`src/rtl/sdram_arb_pkg.sv`:
```
// Shared constants and state type for the SDRAM client arbiter.
package sdram_arb_pkg;

  localparam int NUM_CLIENTS = 3;
  localparam int CL_PCM      = 0;
  localparam int CL_LINE     = 1;
  localparam int CL_BG       = 2;

  localparam int ADDR_W_DEF  = 25;
  localparam int DATA_W_DEF  = 16;
  localparam int LEN_W_DEF   = 4;
  localparam int BE_W        = 2;

  typedef enum logic {
    IDLE = 1'b0,
    XFER = 1'b1
  } arb_state_t;

endpackage

```
`src/rtl/sdram_arb_pick.sv`:
```
// Combinational burst winner select: PCM strict priority, line/bg round-robin.
// rr = 1 means the bg client was served last, so the line client is favoured.
module sdram_arb_pick
  import sdram_arb_pkg::*;
(
  input  logic [NUM_CLIENTS-1:0] cl_req,
  input  logic                   rr,
  output logic [NUM_CLIENTS-1:0] winner,
  output logic                   valid
);

  always_comb begin
    winner = '0;
    if (cl_req[CL_PCM]) begin
      winner[CL_PCM] = 1'b1;
    end else if (cl_req[CL_LINE] && cl_req[CL_BG]) begin
      if (rr) winner[CL_LINE] = 1'b1;
      else    winner[CL_BG]   = 1'b1;
    end else if (cl_req[CL_LINE]) begin
      winner[CL_LINE] = 1'b1;
    end else if (cl_req[CL_BG]) begin
      winner[CL_BG] = 1'b1;
    end
  end

  assign valid = |cl_req;

endmodule

```
`src/rtl/sdram_client_arbiter.sv`:
```
// Grants whole SDRAM bursts to one of three clients; one IDLE cycle between bursts.
// Per-word ack, done and read data are combinational from the SDRAM side; hold blocks new grants only.
module sdram_client_arbiter
  import sdram_arb_pkg::*;
#(
  parameter int ADDR_W = ADDR_W_DEF,
  parameter int DATA_W = DATA_W_DEF,
  parameter int LEN_W  = LEN_W_DEF
) (
  input  logic                                clk,
  input  logic                                reset_n,
  input  logic                                hold,
  input  logic [NUM_CLIENTS-1:0]              cl_req,
  input  logic [NUM_CLIENTS-1:0]              cl_we,
  input  logic [NUM_CLIENTS-1:0][ADDR_W-1:0]  cl_addr,
  input  logic [NUM_CLIENTS-1:0][LEN_W-1:0]   cl_len,
  input  logic [NUM_CLIENTS-1:0][BE_W-1:0]    cl_be,
  input  logic [NUM_CLIENTS-1:0][DATA_W-1:0]  cl_wrdata,
  output logic [NUM_CLIENTS-1:0]              cl_gnt,
  output logic [NUM_CLIENTS-1:0]              cl_ac,
  output logic [NUM_CLIENTS-1:0]              cl_done,
  output logic [DATA_W-1:0]                   cl_rddata,
  output logic [ADDR_W-1:0]                   ar_addr,
  output logic [BE_W-1:0]                     ar_be,
  output logic                                ar_read,
  output logic                                ar_write,
  output logic [DATA_W-1:0]                   ar_wrdata,
  input  logic                                ar_ac,
  input  logic [DATA_W-1:0]                   ar_rddata
);

  arb_state_t             state;
  arb_state_t             state_nxt;
  logic [NUM_CLIENTS-1:0] owner;
  logic [NUM_CLIENTS-1:0] win;
  logic                   win_valid;
  logic [ADDR_W-1:0]      addr;
  logic [ADDR_W-1:0]      sel_addr;
  logic [LEN_W-1:0]       cnt;
  logic [LEN_W-1:0]       sel_len;
  logic                   we;
  logic                   sel_we;
  logic [BE_W-1:0]        be;
  logic [BE_W-1:0]        sel_be;
  logic                   rr;
  logic                   xfer;
  logic                   grant;
  logic                   last_word;

  sdram_arb_pick u_pick (
    .cl_req (cl_req),
    .rr     (rr),
    .winner (win),
    .valid  (win_valid)
  );

  // Burst parameters of the winning client, captured on grant.
  always_comb begin
    sel_addr = '0;
    sel_len  = '0;
    sel_we   = 1'b0;
    sel_be   = '0;
    for (int i = 0; i < NUM_CLIENTS; i++) begin
      if (win[i]) begin
        sel_addr = cl_addr[i];
        sel_len  = cl_len[i];
        sel_we   = cl_we[i];
        sel_be   = cl_be[i];
      end
    end
  end

  always_comb begin
    state_nxt = state;
    grant     = 1'b0;
    last_word = 1'b0;
    case (state)
      IDLE: begin
        if (!hold && win_valid) begin
          grant     = 1'b1;
          state_nxt = XFER;
        end
      end
      XFER: begin
        if (ar_ac && (cnt == '0)) begin
          last_word = 1'b1;
          state_nxt = IDLE;
        end
      end
      default: state_nxt = IDLE;
    endcase
  end

  always_ff @(posedge clk) begin
    if (!reset_n) begin
      state <= IDLE;
      owner <= '0;
      addr  <= '0;
      cnt   <= '0;
      we    <= 1'b0;
      be    <= '0;
      rr    <= 1'b1;
    end else begin
      state <= state_nxt;
      if (grant) begin
        owner <= win;
        addr  <= sel_addr;
        cnt   <= sel_len;
        we    <= sel_we;
        be    <= sel_be;
      end else if (xfer && ar_ac) begin
        addr <= addr + ADDR_W'(1);
        cnt  <= cnt - LEN_W'(1);
      end
      // PCM bursts leave the line/bg rotation untouched.
      if (last_word && !owner[CL_PCM]) begin
        rr <= owner[CL_BG];
      end
    end
  end

  assign xfer = (state == XFER);

  always_comb begin
    cl_gnt    = xfer ? owner : '0;
    cl_ac     = (xfer && ar_ac) ? owner : '0;
    cl_done   = last_word ? owner : '0;
    cl_rddata = ar_rddata;
    ar_read   = xfer && !we;
    ar_write  = xfer && we;
    ar_be     = xfer ? be : '0;
    ar_addr   = xfer ? addr : '0;
    ar_wrdata = '0;
    for (int i = 0; i < NUM_CLIENTS; i++) begin
      if (xfer && owner[i]) ar_wrdata = cl_wrdata[i];
    end
  end

endmodule

```
`config.mk`:
```
export PLATFORM = sky130hd
export DESIGN_NAME = sdram_client_arbiter
export DESIGN_NICKNAME = d
export VERILOG_FILES = /design/src/rtl/sdram_arb_pkg.sv /design/src/rtl/sdram_arb_pick.sv /design/src/rtl/sdram_client_arbiter.sv
export SDC_FILE = /design/constraint.sdc
export NUM_CORES = 1
export LEC_CHECK = 0
export CORE_MARGIN = 8
export CORE_UTILIZATION = 25
export DETAILED_ROUTE_END_ITERATION = 10
export DONT_BUFFER_PORTS = 1
export SETUP_SLACK_MARGIN = 0.3
export SLEW_MARGIN = 20
export SYNTH_ARGS = -nofsm -noshare
export SYNTH_HDL_FRONTEND = slang
export SYNTH_SLANG_ARGS = --single-unit
```
`constraint.sdc`:
```
create_clock -name clk -period 1.6 [get_ports clk]
set_input_delay 0.32 -clock clk [delete_from_list [all_inputs] [get_ports clk]]
set_output_delay 0.32 -clock clk [all_outputs]
set_load 0.01 [all_outputs]
```
==> impl_metrics.tcl, run 1 <==
set metrics [dict create \
    run_status "finished, violations left" \
    violations "negative setup slack" \
    final_common_cell "buf_4" \
    vias_per_cell 5.74 \
    nets 685 \
    hp-start "reset_n" \
    rows 42 \
    syn2layout_area_growth_pct 61.4 \
    timing.final.max_slew_violations 0 \
    grt-ovfl-total 0 \
    endpoint_kind "primary output" \
    hold_viol_final 0 \
    via_count 3985 \
    gp_congestion 0.883 \
    period_share 1.08 \
    first_global_vias 3964 \
    synth.avg_cell_area_um2 7.37 \
    yosysWarningCount 0 \
    final_antenna_net_count 0 \
    core_region_area_um2 13100 \
    switching_share 0.323 \
    dp_slack_ns -0.146 \
    drc 0 \
    hold_depth 1 \
    rsz0062_at_grt "yes" \
    critPathMaxStageDelay_ns 0.35 \
    layout_common_cells "68 x buf_4, 35 x nor2_1, 30 x and2_4" \
    cap_violations 0 \
    rrSetupSlack_ns -0.07 \
    yosysSeqAreaShare 0.224 \
    p_sw_mw 1.02 \
    cpLargestDelayFamily "flip-flops" \
    worstReg2RegStart "addr[0]" \
    wl_per_cell_um 23.8 \
    synth_enable_flop_cells 0 \
    port_buffers 0 \
    r2r-end "addr[10]" \
    first_iter_violations 320 \
    die_y_um 131 \
    hold-worst-slack_ns 0.114 \
    skew_ns 0.00590 \
    period_minus_slack_ns 1.73 \
    pwr-share-clk 0.300 \
    path_cells "buf_6, nand2_2, inv_4, clkbuf_16, a22oi_2, a21oi_4" \
    start_kind "flop" \
    vdd_drop_max_mv 0.349 \
    p_leak_nw 2.00 \
    fin_total_pwr_mw 3.15 \
    grt_antenna_before_repair 5 \
    hp-class "in2reg" \
    power_frac_comb 0.357 \
    crit_slowest_cell "dfxtp_4" \
    n_fill_cell 1224 \
    numCtsBuffers 5 \
    cts_sinks 37 \
    fin_ws_ns -0.134 \
    grt_pass1_wl_um 23200 \
    start_util 0.253 \
    min_to "rr" \
    grt_start_max_net_pins 52 \
    reg2reg_depth 6 \
    path_clk_slew_ns 0.06 \
    critPathKind "reg2out" \
    place_hpwl_um 11800 \
    synth-seq-cells 37 \
    seqPwrFrac 0.343 \
    p_int_mw 2.13 \
    drive_gt1_frac 0.552 \
    ys_types 58 \
    ctsHoldBuffers 0 \
    cts_max_level 2 \
    worst-path-max-fanout 8 \
    max_slew_margin 0.684 \
    ff_latch_area_um2 800 \
    syn_area_um2 3310 \
    synth_nets 619 \
    syn_inst 449 \
    synthArstFlopShare 0 \
    synthFlopType "dfxtp_1" \
    worstMarginPinSlew_ns 0.471 \
    track_usage 0.175 \
    design.die.area_um2 17200 \
    worstSkewPairLatency_ns 0.28 \
    die_w_um 131 \
    cts_root_buf "clkbuf_16" \
    dr.pass1.iters 6 \
    cts_tree "built" \
    max_freq_mhz 577 \
    wl_um 16500 \
    power_density_nw_per_um2 589 \
    setup_viol 30 \
    cp.arrival_ns 1.41 \
    multi_input_area_um2 3020 \
    critPathBufInv 3 \
    required_ns 1.28 \
    ios 237 \
    cts_buffer_depth 2 \
]
## logic make-up after synthesis
group           synth area share
compound gates             0.322
xor+xnor                  0.0344
fa+ha+maj                 0.0113
buf+inv                   0.0975
flops                      0.224
mux                      0.00302
simple gates               0.308
## synthesized netlist by cell type, drive strengths merged (3+ instances only)
cell     n  area (um2)
nor3    13        75.1
xor2     8        70.1
nand4    8        71.3
buf     32         198
a32o     5        50.1
nand2b   3        18.8
a22oi   17         128
a222oi   9        90.1
nor2    42         158
o211a    3        30.0
nor4     5        61.3
and4     4        35.0
dfxtp   37         741
clkbuf  18        68.8
a21oi   38         190
o211ai   6        45.0
or3      8        55.1
a221oi  15         163
o21a     3        22.5
and3    11        70.1
inv     14        52.6
ha       3        37.5
and2    33         206
nand3   19         113
o21ai   18        90.1
nand2   36         135
a31oi    3        18.8
xnor2    5        43.8
a211oi  11        82.6
a311oi   7        61.3
## flip-flops by register name, summed over array words and instances, names as in the netlist
signal  cells
we          1
addr       25
cnt         4
rr          1
state       1
be          2
owner       3
## timing repair
action	4_1_cts	5_1_grt
gates resized for setup	106	46
setup endpoints to repair	89	91
buffers inserted	27	16
gates cloned	5	2
endpoints found under the hold margin	0	0
pin swaps	33	40
## metal layers
| layer | GRT usage | up-vias | share of wire |
|---|---|---|---|
| met1 | 0.219 | 1951 | 0.38 |
| met4 | 0.0540 | 6 | 0.022 |
| li1 | - | 1816 | - |
| met3 | 0.0530 | 35 | 0.10 |
| met2 | 0.283 | 177 | 0.49 |
| met5 | 0 | - | 0.0018 |
## metrics by stage
step	cell area [um2]	instances	setup TNS (ns)	utilization
global route	5340	694	-4.26	0.408
detailed placement	4090	634	-0.808	0.313
CTS	4970	674	-2.02	0.380
finish	5340	694	-2.10	0.408
global placement	4090	634	-0.308	0.313
floorplan	3760	449	0	-
## worst reg2reg max path, cell delays in order (launching register included)
cell and delay [ns]:
dfxtp_4 0.38, ha_4 0.16, nand4_4 0.13, nor3_4 0.35, and3_4 0.25, xnor2_2 0.07
a221oi_2 0.24
## worst max-delay path by stage
stage	slack (ns)	startpoint	end	depth (start not counted)
2_1_floorplan	0.09	state	ar_wrdata[10]	6
3_3_place_gp	-0.12	cl_req[0]	cnt[2]	7
3_5_place_dp	-0.15	cl_req[0]	cnt[2]	7
4_1_cts	-0.12	state	ar_wrdata[14]	6
5_1_grt	-0.18	state	ar_wrdata[13]	6
6_report	-0.13	state	ar_wrdata[13]	6
## power by group through the flow
stage | clock network, mW | logic (mW) | registers [mW]
after global placement | 0 | 0.722 | 1.10
after CTS | 0.960 | 0.993 | 1.08
after detailed placement | 0 | 0.730 | 1.10
after global routing | 1.00 | 1.20 | 1.09
after floorplan | 0 | 0.576 | 1.08
final | 0.945 | 1.12 | 1.08
## layout make-up
| cell class | count | share of cell area |
|---|---|---|
| diodes | 2 | 0.000937 |
| clock buffers | 7 | 0.0248 |
| repair buffers | 107 | 0.207 |
| inverters | 15 | 0.0115 |
| well taps | 176 | 0.0412 |
| multi-input cells | 349 | 0.564 |
| clock inverters | 1 | 0.000703 |
| flip-flops and latches | 37 | 0.150 |
(Power assumes the default switching activity.)
==> run 2: changes to the inputs <==
Settings changed: PLACE_DENSITY_LB_ADDON from default to 0.05.
==> impl_metrics.tcl, run 2 (synthesis gave the netlist of run 1 again) <==
set metrics [dict create \
    numCtsBuffers 5 \
    vias_per_cell 5.57 \
    rrSetupSlack_ns -0.07 \
    hp-start "reset_n" \
    drc 0 \
    p_sw_mw 1.07 \
    cpLargestDelayFamily "flip-flops" \
    p_leak_nw 2.10 \
    grt_pass1_wl_um 23800 \
    path_cells "buf_8, nand2_4, nor2_4, clkbuf_16, a22oi_2, a21oi_2" \
    insertedDiodeCount 0 \
    path_clk_slew_ns 0.06 \
    grt_start_max_net_pins 52 \
    setup_viol 28 \
    largest-register "addr" \
    run_status "finished, violations left" \
    first_iter_violations 189 \
    gp_congestion 0.797 \
    critPathKind "reg2out" \
    die_y_um 131 \
    switching_share 0.312 \
    via_count 3917 \
    largest_register_ffs 25 \
    port_buffers 0 \
    drive_gt1_frac 0.550 \
    cts_root_buf "clkbuf_16" \
    reg_top3 "addr (25), cnt (4), owner (3)" \
    core_region_area_um2 13100 \
    worst-path-max-fanout 8 \
    violations "negative setup slack" \
    grt-ovfl-total 0 \
    track_usage 0.184 \
    ios 237 \
    dp_slack_ns -0.0940 \
    cts_sinks 37 \
    final_common_cell "buf_4" \
    first_global_vias 4051 \
    endpoint_kind "primary output" \
    postPlaceCellArea_um2 4160 \
    pwr-share-clk 0.336 \
    crit_slowest_cell "dfxtp_4" \
    fin_ws_ns -0.129 \
    dr.pass1.iters 7 \
    nets 696 \
    cp-startpoint "state" \
    skew_ns 0.0110 \
    die_w_um 131 \
    power_frac_comb 0.350 \
    wl_um 16700 \
    worstReg2RegStart "state" \
    cp.arrival_ns 1.41 \
    power_density_nw_per_um2 618 \
    critPathBufInv 2 \
    syn2layout_area_growth_pct 67.2 \
    start_util 0.253 \
    wl_per_cell_um 23.7 \
    design.die.area_um2 17200 \
    cap_violations 0 \
    stdcell_area_um2 5530 \
    seqPwrFrac 0.314 \
    cts_tree "built" \
    required_ns 1.28 \
    worstSkewPairLatency_ns 0.29 \
    max_freq_mhz 578 \
    layout_common_cells "77 x buf_4, 34 x nor2_1, 29 x nand2_1" \
    max_slew_margin 0.693 \
    start_kind "flop" \
    worstMarginPinSlew_ns 0.461 \
    period_minus_slack_ns 1.73 \
    grt_antenna_before_repair 0 \
    hold_viol_final 0 \
    critPathMaxStageDelay_ns 0.36 \
    vdd_drop_max_mv 0.569 \
    place_hpwl_um 11800 \
    rsz0062_at_grt "yes" \
    hold-worst-slack_ns 0.105 \
    final_antenna_net_count 0 \
    fin_total_pwr_mw 3.42 \
    rows 42 \
    timing.final.max_slew_violations 0 \
    hp-class "in2reg" \
    p_int_mw 2.35 \
    cts_buffer_depth 2 \
    cts_max_level 2 \
    period_share 1.08 \
]
[run 2: what timing repair did]
action                                  in CTS  in global routing
pin swaps                                   31                 22
endpoints found under the setup margin      90                 90
gates cloned                                10                  2
hold buffers                                 0                  0
setup buffers                               25                 16
resized for setup                          104                 40
[run 2: final timing paths]
| path | endpoint | cells past startpoint |
|---|---|---|
| worst max-delay path | ar_wrdata[0] | 6 |
| worst min register to register | addr[13] | 2 |
| worst max register to register | addr[22] | 6 |
| worst min-delay path | rr | 1 |
[run 2: stage by stage]
step | cells | TNS (ns) | utilization
2_1_floorplan | 449 | 0 | -
3_3_place_gp | 642 | -1.58 | 0.318
3_5_place_dp | 642 | -1.67 | 0.318
4_1_cts | 685 | -3.79 | 0.394
5_1_grt | 703 | -4.88 | 0.423
6_report | 703 | -2.25 | 0.423
[run 2: worst reg2reg max path: stages (launching register included)]
cell and delay [ns]:
dfxtp_4 0.36, buf_6 0.16, nand2_1 0.17, buf_4 0.21, nor4_4 0.35, a21oi_1 0.11
o221a_1 0.21
[run 2: cell type report]
class | instances | area (um2)
fillers | 1297 | 7550
repair inverters | 1 | 8.76
repair buffers | 116 | 1260
clock inverters | 2 | 33.8
inverters | 15 | 76.3
flip-flops and latches | 37 | 793
clock buffers | 6 | 129
well taps | 176 | 220
multi-input cells | 350 | 3010
[run 2: power by group through the flow]
stage | Clock, mW | Sequential (mW) | Combinational (mW)
6_report | 1.15 | 1.07 | 1.20
4_1_cts | 1.17 | 1.07 | 1.07
5_1_grt | 1.21 | 1.09 | 1.29
3_5_place_dp | 0 | 1.10 | 0.778
3_3_place_gp | 0 | 1.10 | 0.778
2_1_floorplan | 0 | 1.08 | 0.576
[run 2: layer usage]
layer	routed length [um]	part of all wire	GRT usage	vias to the layer above
li1	-	-	-	1840
met1	6980	0.42	0.229	1916
met2	8050	0.48	0.307	147
met3	1460	0.087	0.0518	14
met4	197	0.012	0.0425	0
met5	0	0	0	-
